File: config.mk
export PLATFORM = sky130hd
export DESIGN_NAME = afu_irq_arbiter
export DESIGN_NICKNAME = d
export VERILOG_FILES = /design/src/rtl/afu_irq_arbiter.sv
export SDC_FILE = /design/constraint.sdc
export NUM_CORES = 1
export LEC_CHECK = 0
export CAP_MARGIN = 0
export CORE_ASPECT_RATIO = 2
export CORE_MARGIN = 2
export CORE_UTILIZATION = 48
export CTS_BUF_LIST = sky130_fd_sc_hd__clkbuf_8
export DETAILED_ROUTE_END_ITERATION = 7
export GPL_ROUTABILITY_DRIVEN = 0
export PLACE_DENSITY = 0.88
export REMOVE_ABC_BUFFERS = 1
export SKIP_LAST_GASP = 1
export SYNTH_ARGS = -nofsm -noshare
export SYNTH_HDL_FRONTEND = slang
export SYNTH_SLANG_ARGS = --single-unit
File: constraint.sdc
create_clock -name clk -period 5.6 [get_ports clk]
set_clock_uncertainty 0.2 [all_clocks]
set_input_delay 1.12 -clock clk [delete_from_list [all_inputs] [get_ports clk]]
set_output_delay 1.12 -clock clk [all_outputs]
set_load 0.005 [all_outputs]
File: src/rtl/afu_irq_arbiter.sv
`default_nettype none
// ============================================================================
// afu_irq_arbiter: latches AFU interrupt requests and offers them round-robin
// to the MSI-X stage over valid/ready. Optional feature macro: AFU_IRQ_MASK_EN.
// Revision: 1.0
// ============================================================================
module afu_irq_arbiter #(
  parameter int NUM_AFU_INTERRUPTS   = 7,
  parameter int L_NUM_AFU_INTERRUPTS = 3
) (
  input  logic                            clk,
  input  logic                            rst,
  input  logic [NUM_AFU_INTERRUPTS-1:0]   afu_irq_in,
  input  logic                            irq_ready,
`ifdef AFU_IRQ_MASK_EN
  input  logic [NUM_AFU_INTERRUPTS-1:0]   irq_mask,
`endif
  output logic                            irq_valid,
  output logic [L_NUM_AFU_INTERRUPTS-1:0] irq_vector,
  output logic [NUM_AFU_INTERRUPTS-1:0]   irq_pending,
  output logic [15:0]                     drop_cnt
);

  localparam int N = NUM_AFU_INTERRUPTS;
  localparam int L = L_NUM_AFU_INTERRUPTS;

  typedef enum logic [0:0] {
    IDLE  = 1'b0,
    ISSUE = 1'b1
  } state_t;

  state_t         state_q, state_d;
  logic [N-1:0]   pending_q, pending_d;
  logic [15:0]    drop_cnt_q, drop_cnt_d;
  logic           irq_valid_q, irq_valid_d;
  logic [L-1:0]   irq_vector_q, irq_vector_d;
  logic [L-1:0]   last_grant_q, last_grant_d;

  logic           handshake;
  logic [N-1:0]   eligible;
  logic [N-1:0]   clr;
  logic [N-1:0]   drop_bits;
  logic [L:0]     drop_num;
  logic [16:0]    drop_sum;
  logic           found_hi, found_lo;
  logic [L-1:0]   winner_hi, winner_lo;

  assign handshake = irq_valid_q && irq_ready;

`ifdef AFU_IRQ_MASK_EN
  assign eligible = pending_q & ~irq_mask;
`else
  assign eligible = pending_q;
`endif

  // A re-request landing on the vector being acknowledged re-arms it rather than dropping.
  always_comb begin
    clr       = '0;
    drop_bits = '0;
    drop_num  = '0;
    for (int i = 0; i < N; i++) begin
      clr[i]       = handshake && (irq_vector_q == L'(i));
      drop_bits[i] = afu_irq_in[i] && pending_q[i] && !clr[i];
      drop_num     = drop_num + (L+1)'(drop_bits[i]);
    end
    pending_d  = (pending_q & ~clr) | afu_irq_in;
    drop_sum   = {1'b0, drop_cnt_q} + 17'(drop_num);
    drop_cnt_d = drop_sum[16] ? 16'hFFFF : drop_sum[15:0];
  end

  // Split search: indices above last_grant win first, otherwise wrap to the lowest.
  always_comb begin
    found_hi  = 1'b0;
    found_lo  = 1'b0;
    winner_hi = '0;
    winner_lo = '0;
    for (int i = N - 1; i >= 0; i--) begin
      if (eligible[i]) begin
        if (i > int'(last_grant_q)) begin
          found_hi  = 1'b1;
          winner_hi = L'(i);
        end else begin
          found_lo  = 1'b1;
          winner_lo = L'(i);
        end
      end
    end
  end

  always_comb begin
    state_d      = state_q;
    irq_valid_d  = irq_valid_q;
    irq_vector_d = irq_vector_q;
    last_grant_d = last_grant_q;
    case (state_q)
      IDLE: begin
        if (found_hi || found_lo) begin
          irq_valid_d  = 1'b1;
          irq_vector_d = found_hi ? winner_hi : winner_lo;
          state_d      = ISSUE;
        end
      end
      ISSUE: begin
        if (handshake) begin
          irq_valid_d  = 1'b0;
          last_grant_d = irq_vector_q;
          state_d      = IDLE;
        end
      end
      default: state_d = IDLE;
    endcase
  end

  always_ff @(posedge clk) begin
    if (rst) begin
      state_q      <= IDLE;
      pending_q    <= '0;
      drop_cnt_q   <= '0;
      irq_valid_q  <= 1'b0;
      irq_vector_q <= '0;
      last_grant_q <= L'(N - 1);
    end else begin
      state_q      <= state_d;
      pending_q    <= pending_d;
      drop_cnt_q   <= drop_cnt_d;
      irq_valid_q  <= irq_valid_d;
      irq_vector_q <= irq_vector_d;
      last_grant_q <= last_grant_d;
    end
  end

  assign irq_valid   = irq_valid_q;
  assign irq_vector  = irq_vector_q;
  assign irq_pending = pending_q;
  assign drop_cnt    = drop_cnt_q;

endmodule
`default_nettype wire

==> impl_metrics.ini <==
[power]
p_clk_share_pct = 28.5
powerDensity_nw_per_um2 = 262
p_leak_nw = 0.939
internal_power_mw = 0.431
p_sw_share_pct = 30.0
switchingPower_mw = 0.185
p_comb_share_pct = 28.6
seq_power_share_pct = 42.9
peakVddDrop_uv = 191

[detailed_routing]
wl_met2_um = 2420
drtIter0Drc = 31
ant_nets = 0
via_per_inst = 5.52
wirelength_met1_um = 1560
dr_wl_met3_um = 172
drtPass1Iterations = 4
finalWirelength_um = 4230
vias = 1695
topRoutingLayerUsed = met4
drc = 0
wl_per_cell_um = 13.8

[cts]
htree_levels = 2
cts_setup_buffers = 0
root_buffer = clkbuf_8
cts_made_buffers = 5
clk_pin_slew_worst_paths_ns = 0.06
cts_tree = yes
insertion_delay_ns = 0.28
cts_buffer_depth = 2
clock_sinks = 31

[floorplanning]
core_um2 = 3610
ios = 37
die_area_um2 = 4260
num_rows = 31
die_width_um = 47.2
die_height_um = 90.4
initial_core_util_pct = 49.6

[cells_and_area]
antenna_cells = 0
drive_gt1_share_pct = 9.30
layout_commonest_cell = clkdlybuf4s50_1
syn_to_final_growth_pct = 31.0
fin_area_um2 = 2350
nNetsFinal = 279
final_cell_mix = 36 x clkdlybuf4s50_1, 31 x dfxtp_1, 27 x a21oi_1, 25 x nor2_1, 13 x inv_1
regArea_um2 = 621
multi_input_area_um2 = 1100
n_fill_cell = 313

[sta]
min_period_ns = 5.38
finalCritPeriodShare_pct = 96.1
hold_violations = 0
fin_hold_ws_ns = 0.338
finalMaxSlewViolations = 0
fin_ws_ns = 0.218
slew_headroom_pct = 25.8
clock.fmax_mhz = 186
tightest_slew_ns = 1.11
report.final.setup_viol = 0

[global_routing]
grt_pass1_wl_um = 6890
grt_pass1_vias = 1649
grt-ovfl-total = 0
grt_max_degree = 32
grt_usage_pct = 21.5
antenna_found_initial = 0

[placed_design]
place_area_um2 = 2240
hpwl_um = 3190
io_buffers = 36
dp_slack_ns = -0.265

[worst_setup_path]
end_kind = flip-flop
path_cells = clkdlybuf4s50_1 -> nand3b_1 -> or3_1 -> and3_1 -> fa_1 -> inv_1 -> fa_1 -> inv_1 -> fa_1 -> ha_2 -> fa_1 -> a21o_1 -> a21oi_4 -> buf_6 -> nor2_1 -> xnor2_1 -> a21oi_1
required_ns = 5.51
crit_type = input port to flip-flop
timing.critical_path.mode_cell = fa_1
cp_num_buf_inv = 4
crit_family = adder cells
critical_path_arrival_ns = 5.29
crit_fanout = 4
slowest_delay_ns = 0.54
crit_slowest_cell = fa_1
critPathLaunchType = input port

[logic_synthesis]
syn_inst = 216
syn_area_um2 = 1790
syn_area_per_cell_um2 = 8.29
synth_edf_count = 0
synth_ff_type = dfxtp_1
yosysSeqAreaShare_pct = 34.7
synth_cell_types = 43
async_flop_share_pct = 0
ys_warn_count = 0
ys_seq_elements = 31

[worst_hold_path]
hp-class = flip-flop to flip-flop

[run]
drv_cap = 0

[outcome]
status = completed
[what timing repair did]
item | in CTS | in global routing
setup endpoints to repair | 0 | 15
hold buffers | 0 | 0
gates resized for setup | 0 | 6
[through the flow]
stage                     utilization, %  power (mW)  setup TNS, ns  cells
after floorplan                        -       0.367              0    207
after global placement              62.0       0.436          -2.12    300
after detailed placement            62.0       0.443          -3.42    300
after CTS                           64.4       0.621              0    307
after global routing                65.0       0.651       -0.00490    307
final                               65.0       0.615              0    307
[final cells by class]
| type | instances | area share (%) |
|---|---|---|
| Tap cell | 49 | 2.61 |
| Sequential cell | 31 | 26.5 |
| Clock inverter | 1 | 0.213 |
| Timing Repair Buffer | 44 | 18.1 |
| Inverter | 13 | 2.08 |
| Clock buffer | 6 | 3.52 |
| Multi-Input combinational cell | 163 | 47.0 |
[synthesized netlist by cell type (7+ instances only)]
master	instances	area share, %
ha_1	7	4.9
nor2_1	25	5.2
nor3_1	8	2.2
dfxtp_1	31	35
o21ai_0	7	2.0
inv_1	13	2.7
nand2_1	10	2.1
nand2b_1	7	2.4
a21oi_1	28	7.8
[flip-flops by register name, indices dropped and copies added (netlist names)]
register,count
drop_cnt,16
irq_pending,7
irq_vector,3
last_grant_q,3
irq_valid,1
state_q,1
[power groups by stage]
stage / clock (mW) / sequential, mW / combinational (mW)
2_1_floorplan: 0 / 0.264 / 0.103
3_3_place_gp: 0 / 0.268 / 0.168
3_5_place_dp: 0 / 0.268 / 0.175
4_1_cts: 0.182 / 0.264 / 0.176
5_1_grt: 0.187 / 0.267 / 0.197
6_report: 0.175 / 0.264 / 0.176
[final timing paths]
kind | start | to | slack (ns) | cells past startpoint
worst max-delay path | irq_ready | drop_cnt[6] | 0.22 | 17
worst min-delay path | drop_cnt[14] | drop_cnt[14] | 0.34 | 2
worst max register to register | irq_valid | drop_cnt[6] | 1.12 | 16
worst min register to register | drop_cnt[14] | drop_cnt[14] | 0.34 | 2
[kinds of logic (layout without fill, tap and decap cells)]
| kind of cell | count (synthesis) | after routing | synth area share (%) |
|---|---|---|---|
| AOI/OAI and AO/OA | 57 | 57 | 20.7 |
| xor gates and xnor gates | 8 | 8 | 3.91 |
| adders and majority gates | 11 | 11 | 9.36 |
| buffers and inverters | 22 | 64 | 4.75 |
| DFF | 31 | 31 | 34.7 |
| muxes | 6 | 6 | 3.35 |
| and+or+nand+nor | 81 | 81 | 23.3 |
[metal layers]
metal | vias to the layer above | track usage [%]
met1 | 800 | 21.9
met3 | 5 | 3.60
met5 | - | 0
met4 | 0 | 10.9
li1 | 844 | -
met2 | 46 | 38.4
[tightest hold or removal path, cell delays in order (launching register included)]
cell and delay [ns]:
dfxtp_1 0.34, inv_1 0.08, a211oi_1 0.07
No activity file was read; power rests on OpenSTA's default activity.
